## src/rtl/mult5appx_acc_pkg.sv

```systemverilog
// Shared types and default sizing for the approximate-product batch accumulator.
package mult5appx_acc_pkg;

  localparam int DEFAULT_ACC_W = 12;
  localparam int DEFAULT_CNT_W = 4;

  typedef enum logic [1:0] {
    IDLE = 2'd0,
    ACC  = 2'd1,
    DONE = 2'd2
  } state_t;

endpackage

```

## src/rtl/mult5appx_acc_sat_add.sv

```systemverilog
// Unsigned saturating adder: ACC_W-bit running sum plus a 5-bit approximate product.
module sat_add #(
  parameter int ACC_W = 12
) (
  input  logic [ACC_W-1:0] a,
  input  logic [4:0]       b,
  output logic [ACC_W-1:0] sum,
  output logic             ovf
);

  logic [ACC_W:0] wide_sum_s;

  assign wide_sum_s = (ACC_W+1)'(a) + (ACC_W+1)'(b);

  // Clamp to all-ones whenever the carry-out is set
  always_comb begin
    ovf = wide_sum_s[ACC_W];
    sum = wide_sum_s[ACC_W-1:0];
    if (wide_sum_s[ACC_W]) begin
      sum = {ACC_W{1'b1}};
    end else begin
      sum = wide_sum_s[ACC_W-1:0];
    end
  end

endmodule

```

## src/rtl/mult5appx_acc.sv

```systemverilog
// Accumulates batches of 5-bit approximate products with saturation and a
// valid/ready handshake on both the sample input and the batch result.
module mult5appx_acc
  import mult5appx_acc_pkg::*;
#(
  parameter int ACC_W = DEFAULT_ACC_W,
  parameter int CNT_W = DEFAULT_CNT_W
) (
  input  logic             clk,
  input  logic             rst,
  input  logic [4:0]       y,
  input  logic             in_valid,
  output logic             in_ready,
  input  logic [CNT_W-1:0] batch_len,
  output logic [ACC_W-1:0] acc_out,
  output logic             sat,
  output logic             out_valid,
  input  logic             out_ready
);

  state_t           state_r, state_s;
  logic [ACC_W-1:0] acc_r, acc_s;
  logic             sat_r, sat_s;
  logic [CNT_W-1:0] remaining_r, remaining_s;
  logic             accept_s;
  logic [ACC_W-1:0] add_sum_s;
  logic             add_ovf_s;

  sat_add #(.ACC_W(ACC_W)) u_sat_add (
    .a   (acc_r),
    .b   (y),
    .sum (add_sum_s),
    .ovf (add_ovf_s)
  );

  // Handshake flags decode the state register; reset masks them immediately
  assign in_ready  = (state_r != DONE) && !rst;
  assign out_valid = (state_r == DONE) && !rst;
  assign accept_s  = in_valid && in_ready;
  assign acc_out   = acc_r;
  assign sat       = sat_r;

  // Next-state and datapath update; batch_len-1 wraps so 0 means a full 2^CNT_W batch
  always_comb begin
    state_s     = state_r;
    acc_s       = acc_r;
    sat_s       = sat_r;
    remaining_s = remaining_r;
    case (state_r)
      IDLE: begin
        if (accept_s) begin
          acc_s       = ACC_W'(y);
          sat_s       = 1'b0;
          remaining_s = batch_len - CNT_W'(1);
          if (batch_len == CNT_W'(1)) begin
            state_s = DONE;
          end else begin
            state_s = ACC;
          end
        end else begin
          state_s = IDLE;
        end
      end
      ACC: begin
        if (accept_s) begin
          acc_s       = add_sum_s;
          sat_s       = sat_r | add_ovf_s;
          remaining_s = remaining_r - CNT_W'(1);
          if (remaining_r == CNT_W'(1)) begin
            state_s = DONE;
          end else begin
            state_s = ACC;
          end
        end else begin
          state_s = ACC;
        end
      end
      DONE: begin
        if (out_ready) begin
          state_s     = IDLE;
          acc_s       = {ACC_W{1'b0}};
          sat_s       = 1'b0;
          remaining_s = {CNT_W{1'b0}};
        end else begin
          state_s = DONE;
        end
      end
      default: begin
        state_s     = IDLE;
        acc_s       = {ACC_W{1'b0}};
        sat_s       = 1'b0;
        remaining_s = {CNT_W{1'b0}};
      end
    endcase
  end

  // State and datapath registers with synchronous reset
  always_ff @(posedge clk) begin
    if (rst) begin
      state_r     <= IDLE;
      acc_r       <= {ACC_W{1'b0}};
      sat_r       <= 1'b0;
      remaining_r <= {CNT_W{1'b0}};
    end else begin
      state_r     <= state_s;
      acc_r       <= acc_s;
      sat_r       <= sat_s;
      remaining_r <= remaining_s;
    end
  end

endmodule

```

## config.mk

```make
export PLATFORM = sky130hd
export DESIGN_NAME = mult5appx_acc
export DESIGN_NICKNAME = d
export VERILOG_FILES = /design/src/rtl/mult5appx_acc_pkg.sv /design/src/rtl/mult5appx_acc_sat_add.sv /design/src/rtl/mult5appx_acc.sv
export SDC_FILE = /design/constraint.sdc
export NUM_CORES = 1
export LEC_CHECK = 0
export ABC_AREA = 1
export BUFFER_PORTS_ARGS = -buffer_cell sky130_fd_sc_hd__buf_2
export CAP_MARGIN = 20
export CORE_MARGIN = 2
export CORE_UTILIZATION = 55
export DETAILED_ROUTE_END_ITERATION = 8
export PLACE_DENSITY = 0.77
export SETUP_SLACK_MARGIN = 0.1
export SKIP_LAST_GASP = 1
export SYNTH_ARGS = -nofsm -noshare
export SYNTH_HDL_FRONTEND = slang
export SYNTH_SLANG_ARGS = --single-unit
```

## constraint.sdc

```tcl
create_clock -name clk -period 2.22 [get_ports clk]
set_input_delay 0.555 -clock clk [delete_from_list [all_inputs] [get_ports clk]]
set_output_delay 0.555 -clock clk [all_outputs]
set_load 0.005 [all_outputs]
```

; After elaboration in Yosys (flattened, before gate mapping)
; Cells that the tools add are included.
[totals]
regBits = 19
latchBits = 0
mem_bits_rw = 0
rom_bits = 0
inputBits = 13
out_inout_bits = 15
word_cells = 41
memories = 0
[classes]
add_sub_neg = 3
multipliers = 0
n_div = 0
order_cmp = 0
n_eq_ne = 8
shifts = 0
mux = 19
n_bitwise = 1
reduce_logical = 6
[ops]
columns = op, n
row1 = 12-bit 2-to-1 mux, 4
row2 = 12-bit case mux with 3 select lines, 1
row3 = 12-bit by 5-bit adder with 13-bit output, 1
row4 = 4-bit 2-to-1 mux, 3
row5 = 4-bit case mux with 3 select lines, 1
row6 = 2-bit 2-to-1 mux, 5
row7 = 4-bit by 1-bit equality test with 1-bit output (second input constant), 2
row8 = 2-bit != test (second input constant), 4
row9 = 4-bit by 1-bit subtractor with 4-bit output (second input constant), 2
row10 = 2-bit case mux with 3 select lines, 1
row11 = 1-bit logical AND, 3
row12 = 1-bit 2-to-1 mux, 3
row13 = 1-bit case mux with 3 select lines, 1
row14 = 3-bit AND reduction, 1
row15 = 2-bit by 1-bit equality test with 1-bit output (second input constant), 1
row16 = 2-bit equality test (second input constant), 1
row17 = 2-bit zero test, 1
row18 = 1-bit zero test, 1
row19 = 1-bit bitwise OR, 1

; Longest topological paths before layout
[logic_depth]
ltp_word = 5
ltp_mapped = 12
depth_no_buf = 11

; Modules after synthesis
; A second synthesis with hierarchy kept.
[unflattened]
hier_cells = 265
area_unflattened_um2 = 1752.9
[by_module_without_submodules]
columns = module, instances, cells_each, area_each_um2, seq_area_each_um2
row1 = mult5appx_acc, 1, 157, 1117.3, 380.4
row2 = sat_add, 1, 108, 635.6, 0.0

; Worst setup path before layout
; No wires, ideal clock.
[synth_timing]
path_type = input port to flip-flop
startpoint = in y[0]
endpoint = reg acc_r[3] (netlist: acc_out[3])
setup_ns = 0.132
t_arrival_ns = 1.915
slack_ns = 0.173
stages = 10
n_path_buf = 0
cell_sequence = ha_1 > fa_1 > nand3_1 > nand3_2 > nand2_1 > nand2_2 > nand2_4 > inv_1 > o21ai_0 > a21oi_1
[synth_via]
elab_chain_cells = 4
[synth_rtl]
columns = element, line_no
row1 = from (decl), mult5appx_acc.sv:11  ; input logic [4:0] y,
row2 = 12-bit by 5-bit adder with 13-bit output, mult5appx_acc_sat_add.sv:13  ; assign wide_sum_s = (ACC_W+1)'(a) + (ACC_W+1)'(b);
row3 = 12-bit 2-to-1 mux, mult5appx_acc_sat_add.sv:19  ; if (wide_sum_s[ACC_W]) begin
row4 = 12-bit 2-to-1 mux, mult5appx_acc.sv:65  ; if (accept_s) begin
row5 = 12-bit case mux with 3 select lines, mult5appx_acc.sv:49  ; case (state_r)
row6 = to (signal assigned), mult5appx_acc.sv:101  ; acc_r <= {ACC_W{1'b0}};
row7 = to (signal assigned), mult5appx_acc.sv:106  ; acc_r <= acc_s;
row8 = to (decl), mult5appx_acc.sv:22  ; logic [ACC_W-1:0] acc_r, acc_s;
; Every way passes these cells. The select of a mux whose other input is x is not followed.
; A chain may end at the register's enable or synchronous reset.

; Worst setup path in the final report
; Same ends and word-level chain as after synthesis.

==> impl_metrics.ini <==
[layout]
syn_to_final_growth_pct = 11.92
final_util = 0.6567
layout.cells.non_filler = 287
n_antenna_cell = 0
fin_area_um2 = 1657
nFillCells = 265
layout.nets = 281
drive_gt1_frac = 0.1790

[routing]
drtIter0Drc = 66
vias_per_cell = 5.488
drc = 0
vias = 1575
drt_pass1_iterations = 4
ant_nets = 0
routed_wl_um = 3516
wl_per_cell_um = 12.25

[worst_setup_path]
worstPathArrival_ps = 2090
start_kind = primary input
reg2reg_slack_ps = 360
r2r_cells = 10
crit_buf_inv = 2
timing.rr.end = acc_out[3]
slowest_delay_ps = 380
critPathRequiredTime_ps = 2430
r2r-start = acc_out[0]
slowest_stage = fa_1
endpoint_kind = register
crit_path_cell_trace = buf_2, ha_1, fa_1, nand3_1, nand3_2, nand2_1, nand2_2, nand2_4, inv_1, o21ai_0, a21oi_1
path_delay_family = adder cells
worstPathMaxFanout = 7
crit_type = in2reg

[synthesis]
synth_top_family_by_area = simple AND/OR/NAND/NOR gates
synth_compound_area_frac = 0.2079
synth_seq_area_share = 0.2570
async_flop_share = 0
synth_area_leaders = dfxtp_1, nand2_1, a21oi_1
synth.cell_area_um2 = 1480
netlist.area_leader.share = 0.2570
synthDistinctLibCells = 31
yosysTopAreaCell = dfxtp_1
synth_edf_count = 0
syn-instance-count = 228
ys.flop_type = dfxtp_1
synth-seq-cells = 19
synth-simple-area-share = 0.3254
yosys_warnings = 0
muxShareOfSynthArea = 0
postSynthNetCount = 251
synth_xor_area_frac = 0.01775
syn_avg_cell_area_um2 = 6.492
yosys.area_share.adder = 0.08960

[sta]
fin_ws_ps = 330.7
final_hold_viol_count = 0
holdWs_ps = 496.1
fin_tns_setup_ps = 0
period_minus_slack_ps = 1889
skew_ps = 8.806
rsz0062_at_grt = no
slew_violations = 0
period_share = 0.8511
max-slew-margin-rel = 0.8302
max_freq_ghz = 0.5293
setup_viol = 0
worst_slew_pin_slew_ps = 253.8

[clocking]
numCtsBuffers = 3
clockBufferDepth = 2
cts_resized = 0
cts_root_buf = clkbuf_4
clock_sinks = 19
post-cts-setup-buffer-count = 0
h-tree-depth = 1
clkLatencyLatePin_ps = 310
clkTransAtPathRegs_ps = 110
cts_tree = built
cts-hold-fix-buffers = 0

[floorplan]
num_rows = 18
dieHeight_um = 55.88
io_pins = 28
core_region_area_um2 = 2522
die_area_um2 = 3122
dieWidth_um = 55.88
initial_core_util = 0.5868

[pwr]
power.density_nw_per_um2 = 448.6
vdd_drop_max_uv = 374.9
total_power_uw = 743.2
p_leak_nw = 0.8141

[global_routing]
grt_max_degree = 14
grt_pass1_wl_um = 6058
grt_usage = 0.2403
grt-ovfl-total = 0
antenna_found_initial = 0
grt_pass1_vias = 1357

[hold_path]
hold_path_startpoint = sat
hold_depth = 2
min_to = sat
hold_class = reg2reg

[place]
place_area_um2 = 1630
pre_cts_ws_ps = -7.084
dpl.hpwl_um = 2784
dpl.cell_count = 283
io_buffers = 27
gp_congestion = 0.8933

[run]
cap_viol_max_count = 0

[run_status]
outcome = completed
where the power goes:
part           internal [mW]  total [mW]  switching (mW)
clock network         0.0703       0.182           0.111
registers              0.356       0.369          0.0127
logic                 0.0764       0.193           0.116
total                  0.503       0.743           0.240
routing by layer:
layer,global-route usage,part of all wire
met1,0.3271,0.50
met2,0.3929,0.43
met3,0.05116,0.063
met4,0.05102,0.0088
met5,0,0
worst min-delay path, cell delays in order, from the launching register on:
cell,delay (ps)
dfxtp_1,350
a21oi_1,50
nor2_1,70
cell families after synthesis:
group / after synthesis
AO/OA/AOI/OAI: 56
XOR/XNOR: 3
adder cells (fa/ha/maj): 10
buffers and inverters: 31
flip-flops: 19
AND/OR/NAND/NOR: 109
flip-flops by register name, summed over array words and instances, names as in the netlist:
signal       flops
acc_out         12
remaining_r      4
state_r          2
sat              1
cell type report:
type	count	area [um^2]	area share
clock buffer	4	26.28	0.01586
inverter	25	98.84	0.05967
multi-input combinational	178	948.4	0.5725
sequential	19	380.4	0.2296
tap	30	37.54	0.02266
timing repair buffer	31	165.2	0.09970
worst max path at each step:
stage / cells after the start / slack, ps / from / to
global route: 10 / 210 / acc_out[0] / acc_out[3]
CTS: 11 / 320 / y[0] / acc_out[3]
floorplan: 10 / 170 / y[0] / acc_out[3]
detailed placement: 11 / -7 / y[0] / acc_out[3]
finish: 11 / 330 / y[0] / acc_out[3]
global placement: 11 / 90 / y[0] / acc_out[0]
synth_stat cells, types with 2 or more instances:
cell type and n:
xor2_1 2, o22ai_1 2, buf_6 3, o21ai_1 7, nand4_1 2, buf_4 2
nand3_1 19, nor2_1 20, nand2_2 3, dfxtp_1 19, inv_2 3, nor3_1 2
a21oi_1 23, o21ai_0 19, nand2_1 58, inv_1 21, ha_1 9
placed cells by master, fill, tap and decap left out, types with 2 or more instances in the layout:
| cell | count |
|---|---|
| inv_2 | 3 |
| buf_4 | 4 |
| o22ai_1 | 2 |
| o21ai_0 | 19 |
| a21oi_1 | 23 |
| o21ai_1 | 7 |
| dfxtp_1 | 19 |
| nand2_2 | 3 |
| inv_1 | 21 |
| nor2_1 | 20 |
| buf_2 | 27 |
| nand3_1 | 19 |
| nand2_1 | 58 |
| xor2_1 | 2 |
| nand4_1 | 2 |
| nor3_1 | 2 |
| ha_1 | 9 |
| clkbuf_4 | 3 |
Power figures use the tool's default switching activity.
